`config.mk`:
```
export PLATFORM = sky130hd
export DESIGN_NAME = usb_reg_bridge_burst
export DESIGN_NICKNAME = d
export VERILOG_FILES = /design/src/rtl/usb_bus_pkg.sv /design/src/rtl/usb_strobe_sync.sv /design/src/rtl/usb_reg_bridge_burst.sv
export SDC_FILE = /design/constraint.sdc
export NUM_CORES = 1
export LEC_CHECK = 0
export CORE_ASPECT_RATIO = 1.5
export CORE_MARGIN = 2
export CORE_UTILIZATION = 55
export DETAILED_ROUTE_END_ITERATION = 10
export DONT_BUFFER_PORTS = 1
export GPL_ROUTABILITY_DRIVEN = 0
export HOLD_SLACK_MARGIN = 0.08
export PLACE_DENSITY = 0.73
export SLEW_MARGIN = 25
export SYNTH_ARGS = -nofsm -noshare
export SYNTH_HDL_FRONTEND = slang
export SYNTH_SLANG_ARGS = --single-unit
```
`constraint.sdc`:
```
create_clock -name clk_usb -period 1.8 [get_ports clk_usb]
set_input_delay 0.18 -clock clk_usb [delete_from_list [all_inputs] [get_ports clk_usb]]
set_output_delay 0.18 -clock clk_usb [all_outputs]
set_load 0.02 [all_outputs]
```
`src/rtl/usb_bus_pkg.sv`:
```
// Shared types and constants for the SAM3U external-bus register bridge.
package usb_bus_pkg;

    localparam int DEF_ADDR_WIDTH    = 8;
    localparam int DEF_BYTECNT_SIZE  = 7;
    localparam int DEF_RD_LATENCY    = 2;
    localparam int DEF_STREAM_ADDR   = 3;
    localparam int STROBE_MIN_CYCLES = 4;

    // Bit positions of the strobes inside the synchronizer bus.
    localparam logic [2:0] STB_RD = 3'b001;
    localparam logic [2:0] STB_WR = 3'b010;
    localparam logic [2:0] STB_CE = 3'b100;

    typedef enum logic [2:0] {
        ST_IDLE     = 3'd0,
        ST_WR       = 3'd1,
        ST_RD_WAIT  = 3'd2,
        ST_RD_DRIVE = 3'd3,
        ST_DONE     = 3'd4
    } bus_state_e;

    typedef enum logic [1:0] {
        SRC_REG  = 2'd0,
        SRC_FIFO = 2'd1,
        SRC_ZERO = 2'd2
    } rd_src_e;

    function automatic logic strobe_pick(input logic [2:0] vec, input logic [2:0] mask);
        return |(vec & mask);
    endfunction

endpackage

```
`src/rtl/usb_strobe_sync.sv`:
```
// Two-flop synchronizer with rise/fall detection for a bus of asynchronous strobes.
module usb_strobe_sync #(
    parameter int W = 3
) (
    input  logic         clk,
    input  logic         rst_n,
    input  logic [W-1:0] strobe_i,
    output logic [W-1:0] sync_o,
    output logic [W-1:0] rise_o,
    output logic [W-1:0] fall_o
);

    logic [W-1:0] meta_q, meta_d;
    logic [W-1:0] sync_q, sync_d;
    logic [W-1:0] prev_q, prev_d;

    // Next values of the synchronizer chain and edge-history stage.
    always_comb begin
        meta_d = strobe_i;
        sync_d = meta_q;
        prev_d = sync_q;
    end

    // Synchronizer registers.
    always_ff @(posedge clk or negedge rst_n) begin
        if (!rst_n) begin
            meta_q <= '0;
            sync_q <= '0;
            prev_q <= '0;
        end else begin
            meta_q <= meta_d;
            sync_q <= sync_d;
            prev_q <= prev_d;
        end
    end

    assign sync_o = sync_q;
    assign rise_o = sync_q & ~prev_q;
    assign fall_o = ~sync_q & prev_q;

endmodule

```
`src/rtl/usb_reg_bridge_burst.sv`:
```
// Host strobe to register-pulse bridge with burst byte counter and FIFO streaming reads.
module usb_reg_bridge_burst
    import usb_bus_pkg::*;
#(
    parameter int pADDR_WIDTH   = DEF_ADDR_WIDTH,
    parameter int pBYTECNT_SIZE = DEF_BYTECNT_SIZE,
    parameter int pRD_LATENCY   = DEF_RD_LATENCY,
    parameter int pSTREAM_ADDR  = DEF_STREAM_ADDR
) (
    input  logic                     clk_usb,
    input  logic                     reset_n,
    input  logic [pADDR_WIDTH-1:0]   usb_addr,
    input  logic [7:0]               usb_din,
    output logic [7:0]               usb_dout,
    output logic                     usb_isout,
    input  logic                     usb_rdn,
    input  logic                     usb_wrn,
    input  logic                     usb_cen,
    output logic [pADDR_WIDTH-1:0]   reg_address,
    output logic [pBYTECNT_SIZE-1:0] reg_bytecnt,
    output logic [7:0]               reg_datao,
    input  logic [7:0]               reg_datai,
    output logic                     reg_read,
    output logic                     reg_write,
    output logic                     reg_addrvalid,
    output logic                     stream_rd_req,
    input  logic [7:0]               stream_rd_data,
    input  logic                     stream_rd_empty,
    output logic                     stream_underflow
);

    localparam logic [2:0]               LAT_LAST = 3'(pRD_LATENCY);
    localparam logic [pADDR_WIDTH-1:0]   STREAM_A = pADDR_WIDTH'(pSTREAM_ADDR);
    localparam logic [pBYTECNT_SIZE-1:0] BC_MAX   = '1;
    localparam logic [pBYTECNT_SIZE-1:0] BC_ONE   = pBYTECNT_SIZE'(1);

    logic [2:0] sync_s, rise_s, fall_s;
    logic       rd_s, wr_s, cen_s, rd_fall_s, wr_fall_s, rd_rise_s;

    usb_strobe_sync #(.W(3)) u_sync (
        .clk      (clk_usb),
        .rst_n    (reset_n),
        .strobe_i ({usb_cen, usb_wrn, usb_rdn}),
        .sync_o   (sync_s),
        .rise_o   (rise_s),
        .fall_o   (fall_s)
    );

    assign rd_s      = strobe_pick(sync_s, STB_RD);
    assign wr_s      = strobe_pick(sync_s, STB_WR);
    assign cen_s     = strobe_pick(sync_s, STB_CE);
    assign rd_fall_s = strobe_pick(fall_s, STB_RD);
    assign wr_fall_s = strobe_pick(fall_s, STB_WR);
    assign rd_rise_s = strobe_pick(rise_s, STB_RD);

    bus_state_e               state_q, state_d;
    rd_src_e                  src_q, src_d;
    logic [pADDR_WIDTH-1:0]   addr_q, addr_d;
    logic [pBYTECNT_SIZE-1:0] bytecnt_q, bytecnt_d;
    logic [7:0]               datao_q, datao_d, dout_q, dout_d;
    logic [2:0]               lat_q, lat_d;
    logic                     isout_q, isout_d, read_q, read_d, write_q, write_d;
    logic                     sreq_q, sreq_d, uflow_q, uflow_d, valid_q, valid_d;
    logic                     released_q, released_d;

    // Access sequencing: next state and all registered outputs.
    always_comb begin
        state_d    = state_q;
        src_d      = src_q;
        addr_d     = addr_q;
        bytecnt_d  = bytecnt_q;
        datao_d    = datao_q;
        dout_d     = dout_q;
        lat_d      = lat_q;
        isout_d    = isout_q;
        read_d     = 1'b0;
        write_d    = 1'b0;
        sreq_d     = 1'b0;
        uflow_d    = uflow_q;
        released_d = released_q;
        case (state_q)
            ST_IDLE: begin
                // Write wins when both strobes fall together.
                if (!cen_s && wr_fall_s) begin
                    addr_d  = usb_addr;
                    datao_d = usb_din;
                    write_d = 1'b1;
                    if (usb_addr != addr_q) begin
                        bytecnt_d = '0;
                    end else begin
                        bytecnt_d = bytecnt_q;
                    end
                    if (usb_addr == STREAM_A) begin
                        uflow_d = 1'b0;
                    end else begin
                        uflow_d = uflow_q;
                    end
                    state_d = ST_WR;
                end else if (!cen_s && rd_fall_s) begin
                    addr_d     = usb_addr;
                    lat_d      = 3'd0;
                    isout_d    = 1'b1;
                    released_d = 1'b0;
                    if (usb_addr != addr_q) begin
                        bytecnt_d = '0;
                    end else begin
                        bytecnt_d = bytecnt_q;
                    end
                    if (usb_addr != STREAM_A) begin
                        src_d  = SRC_REG;
                        read_d = 1'b1;
                    end else if (stream_rd_empty) begin
                        src_d   = SRC_ZERO;
                        uflow_d = 1'b1;
                    end else begin
                        src_d  = SRC_FIFO;
                        sreq_d = 1'b1;
                    end
                    state_d = ST_RD_WAIT;
                end else begin
                    state_d = ST_IDLE;
                end
            end
            ST_WR: begin
                state_d = ST_DONE;
            end
            ST_RD_WAIT: begin
                released_d = released_q | rd_rise_s;
                if (lat_q == LAT_LAST) begin
                    case (src_q)
                        SRC_REG:  dout_d = reg_datai;
                        SRC_FIFO: dout_d = stream_rd_data;
                        default:  dout_d = 8'h00;
                    endcase
                    state_d = ST_RD_DRIVE;
                end else begin
                    lat_d = lat_q + 3'd1;
                end
            end
            ST_RD_DRIVE: begin
                if (rd_rise_s || released_q) begin
                    isout_d = 1'b0;
                    state_d = ST_DONE;
                end else begin
                    state_d = ST_RD_DRIVE;
                end
            end
            ST_DONE: begin
                if (rd_s && wr_s) begin
                    state_d = ST_IDLE;
                    if ((addr_q != STREAM_A) && (bytecnt_q != BC_MAX)) begin
                        bytecnt_d = bytecnt_q + BC_ONE;
                    end else begin
                        bytecnt_d = bytecnt_q;
                    end
                end else begin
                    state_d = ST_DONE;
                end
            end
            default: begin
                state_d = ST_IDLE;
                isout_d = 1'b0;
            end
        endcase
        // A deselected chip always starts the next burst at byte 0.
        if (cen_s) begin
            bytecnt_d = '0;
        end else begin
            bytecnt_d = bytecnt_d;
        end
        valid_d = (state_d != ST_IDLE);
    end

    // State and output registers.
    always_ff @(posedge clk_usb or negedge reset_n) begin
        if (!reset_n) begin
            state_q    <= ST_IDLE;
            src_q      <= SRC_REG;
            addr_q     <= '0;
            bytecnt_q  <= '0;
            datao_q    <= 8'h00;
            dout_q     <= 8'h00;
            lat_q      <= 3'd0;
            isout_q    <= 1'b0;
            read_q     <= 1'b0;
            write_q    <= 1'b0;
            sreq_q     <= 1'b0;
            uflow_q    <= 1'b0;
            valid_q    <= 1'b0;
            released_q <= 1'b0;
        end else begin
            state_q    <= state_d;
            src_q      <= src_d;
            addr_q     <= addr_d;
            bytecnt_q  <= bytecnt_d;
            datao_q    <= datao_d;
            dout_q     <= dout_d;
            lat_q      <= lat_d;
            isout_q    <= isout_d;
            read_q     <= read_d;
            write_q    <= write_d;
            sreq_q     <= sreq_d;
            uflow_q    <= uflow_d;
            valid_q    <= valid_d;
            released_q <= released_d;
        end
    end

    assign usb_dout         = dout_q;
    assign usb_isout        = isout_q;
    assign reg_address      = addr_q;
    assign reg_bytecnt      = bytecnt_q;
    assign reg_datao        = datao_q;
    assign reg_read         = read_q;
    assign reg_write        = write_q;
    assign reg_addrvalid    = valid_q;
    assign stream_rd_req    = sreq_q;
    assign stream_underflow = uflow_q;

endmodule

```
==> results.py <==
metrics = {
    "logic_synthesis": {
        "yosysSeqAreaShare": 0.553,
        "synth.area.top_cells": "dfrtp_1 55%, nand2_1 6.9%, mux2_2 4.1%, mux2i_1 3.7%, xor2_1 2.9%",
        "synth_largest_area_cell": "dfrtp_1",
        "ys.flop_type": "dfrtp_1",
        "syn_nets": 267,
        "ys_ff_latch": 54,
        "synth_top_area_share": 0.553,
        "synthArstFlopShare": 1.00,
        "syn_area_per_cell_sq_um": 10.8,
        "synth_edf_count": 0,
        "ys_warn_count": 0,
        "synth_cell_types": 46,
        "synth_area_sq_um": 2440,
        "synth.most_common_cell": "dfrtp_1",
        "synth_common_cells": "54 x dfrtp_1, 45 x nand2_1, 11 x nor2_1",
        "netlist_instances": 226,
    },
    "critical_path": {
        "worst-path-max-fanout": 5,
        "worstSetupPathType": "flop to flop",
        "startpoint_type": "flop",
        "worst-path-buf-inv": 1,
        "crit_required_ps": 2030,
        "slowest_stage": "or4b_4",
        "cp-end-kind": "flop",
        "cp_top_family": "simple AND/OR/NAND/NOR gates",
        "cp.arrival_ps": 2070,
        "crit_chain": "or4b_4 -> a41o_4 -> nor2_4 -> buf_4 -> nand2_1 -> a31oi_1",
        "slowest_delay_ps": 560,
    },
    "power": {
        "power_density_nw_per_um2": 1480,
        "ir_drop_mv": 1.32,
        "power_leakage_nw": 1.41,
    },
    "clocking": {
        "tritoncts": "done",
        "root_buffer": "clkbuf_8",
        "clk_pin_slew_ps": 100,
        "clockBufferDepth": 2,
        "worstSkewPairLatency_ps": 310,
        "cts.sinks": 54,
        "htreeDepth": 2,
        "cts_made_buffers": 5,
    },
    "sta": {
        "setup_viol": 2,
        "max_freq_mhz": 543,
        "hold_violations": 0,
        "fin_ws_ps": -41.8,
        "post-route-period-util": 1.02,
        "slew_headroom": 0.709,
        "rsz0062_at_grt": "yes",
        "period_minus_slack_ps": 1840,
        "tns_ps": -67.0,
        "worst_slew_pin_slew_ps": 436,
        "skew_ps": 7.98,
        "finalMaxSlewViolations": 0,
    },
    "routing": {
        "dr_wl_met3_um": 364,
        "wl_met1_um": 2040,
        "wl_met2_um": 2880,
        "antenna_left": 0,
        "wl_per_cell_um": 16.5,
        "first_iter_violations": 51,
        "drc": 0,
        "firstDrtPassIters": 4,
        "via_per_inst": 5.87,
        "top_layer_used": "met4",
        "route.vias.total": 1938,
        "drt-total-wl_um": 5440,
    },
    "floorplan": {
        "core-area_sq_um": 4250,
        "rows": 29,
        "initial_core_util": 0.576,
        "pin_count": 75,
        "die_x_um": 58.4,
        "die_h_um": 85.7,
        "dieArea_sq_um": 5010,
    },
    "status": {
        "violations": "setup timing",
        "status": "finished with violations",
    },
    "finish": {
        "area_growth_syn_to_layout_pct": 29.1,
        "fin_util": 0.743,
        "fin_cells": 330,
        "final_layout_size_suffix_gt1_frac": 0.250,
        "n_antenna_cell": 0,
        "num-fill-cells": 265,
        "layout.nets": 324,
    },
    "placement": {
        "port_buffers": 0,
        "dp.cells": 295,
        "dpl.hpwl_um": 3590,
    },
    "global_route": {
        "antenna_found_initial": 0,
        "grt_usage": 0.222,
        "grt_max_degree": 55,
        "grt_pass1_wl_um": 8490,
        "grt_pass1_vias": 1862,
        "grt-ovfl-total": 0,
    },
    "min_path": {
        "holdCritPathClass": "input pin to flop",
    },
    "flow_run": {
        "cap_violations": 0,
    },
}
-- cell type report --
cell class / instances / area (sq um) / area share
multi-input cells: 162 / 1110 / 0.353
well taps: 46 / 57.6 / 0.0182
inverters: 4 / 15.0 / 0.00476
flip-flops and latches: 54 / 1350 / 0.429
clock buffers: 5 / 68.8 / 0.0218
repair buffers: 56 / 498 / 0.158
clock inverters: 3 / 48.8 / 0.0155
-- layout by cell type, fill, tap and decap left out, types with 4 or more instances in the layout --
| cell | n |
|---|---|
| nor2b_1 | 4 |
| a31oi_1 | 4 |
| dlygate4sd3_1 | 23 |
| a21oi_1 | 5 |
| mux2_2 | 9 |
| dfrtp_1 | 52 |
| o31ai_1 | 9 |
| nor2_1 | 10 |
| o21ai_0 | 8 |
| a22o_1 | 4 |
| mux2i_1 | 9 |
| buf_4 | 32 |
| xor2_1 | 8 |
| nand2_1 | 45 |
| clkbuf_8 | 5 |
-- stage by stage --
step           instance area [sq um]  hold slack, ps  total power, mW  setup WS (ps)
6_report                        3160            87.2             4.68          -41.8
5_1_grt                         3160            80.9             4.97          -95.5
4_1_cts                         3090            81.9             4.63           19.6
3_5_place_dp                    2690            -115             3.68          -44.4
3_3_place_gp                    2690            -115             3.64           6.99
2_1_floorplan                   2450            -116             3.16           10.5
-- worst paths after layout --
path,endpoint,from,slack [ps],cells past startpoint
min,usb_dout[3],reg_datai[3],90,2
min reg2reg,u_sync.sync_o[2],u_sync.meta_q[2],360,0
max in group asynchronous,reg_bytecnt[1],reset_n,1170,2
max reg2reg,reg_bytecnt[3],state_q[0],-40,6
max,reg_bytecnt[3],state_q[0],-40,6
min in group asynchronous,reg_datao[5],reset_n,370,2
-- worst register-to-register path: cells and delay by family, from the launching register on --
| kind | cells | cell delay (ps) |
|---|---|---|
| AO/OA/AOI/OAI | 2 | 450 |
| AND/OR/NAND/NOR | 3 | 770 |
| buffers and inverters | 1 | 140 |
| flip-flops | 1 | 410 |
-- power by group --
part           leakage [nW]  internal, mW  switching (mW)
Sequential            0.658          1.61           0.585
Combinational         0.694         0.777           0.863
Clock                0.0563         0.424           0.414
Total                  1.41          2.81            1.86
-- layer usage --
metal / GRT usage / vias up
li1: - / 920
met1: 0.243 / 913
met2: 0.390 / 87
met3: 0.0558 / 18
met4: 0.106 / 0
met5: 0 / -
-- flip-flops by register name, summed over array words and instances (netlist names) --
register          count
released_q            1
u_sync.prev_q         2
lat_q                 3
usb_dout              8
reg_addrvalid         1
reg_address           8
usb_isout             1
reg_bytecnt           7
stream_rd_req         1
u_sync.meta_q         3
u_sync.sync_o         3
reg_write             1
src_q                 2
reg_datao             8
stream_underflow      1
reg_read              1
state_q               3
-- timing repair --
action	4_1_cts	5_1_grt
pin swaps	1	5
gates resized for setup	4	8
setup buffers	1	2
endpoints found under the setup margin	5	10
endpoints found under the hold margin	78	1
hold buffers	23	1
-- cell families (layout without fill, tap and decap cells) --
kind of cell	after synthesis	after routing	share of synthesized area
fa+ha+maj	3	3	0.0154
buf+inv	10	68	0.0184
mux	18	18	0.0783
simple gates	89	89	0.183
xor+xnor	8	8	0.0287
compound gates	44	44	0.123
flops	54	54	0.553
No activity file was read; power rests on OpenSTA's default activity.
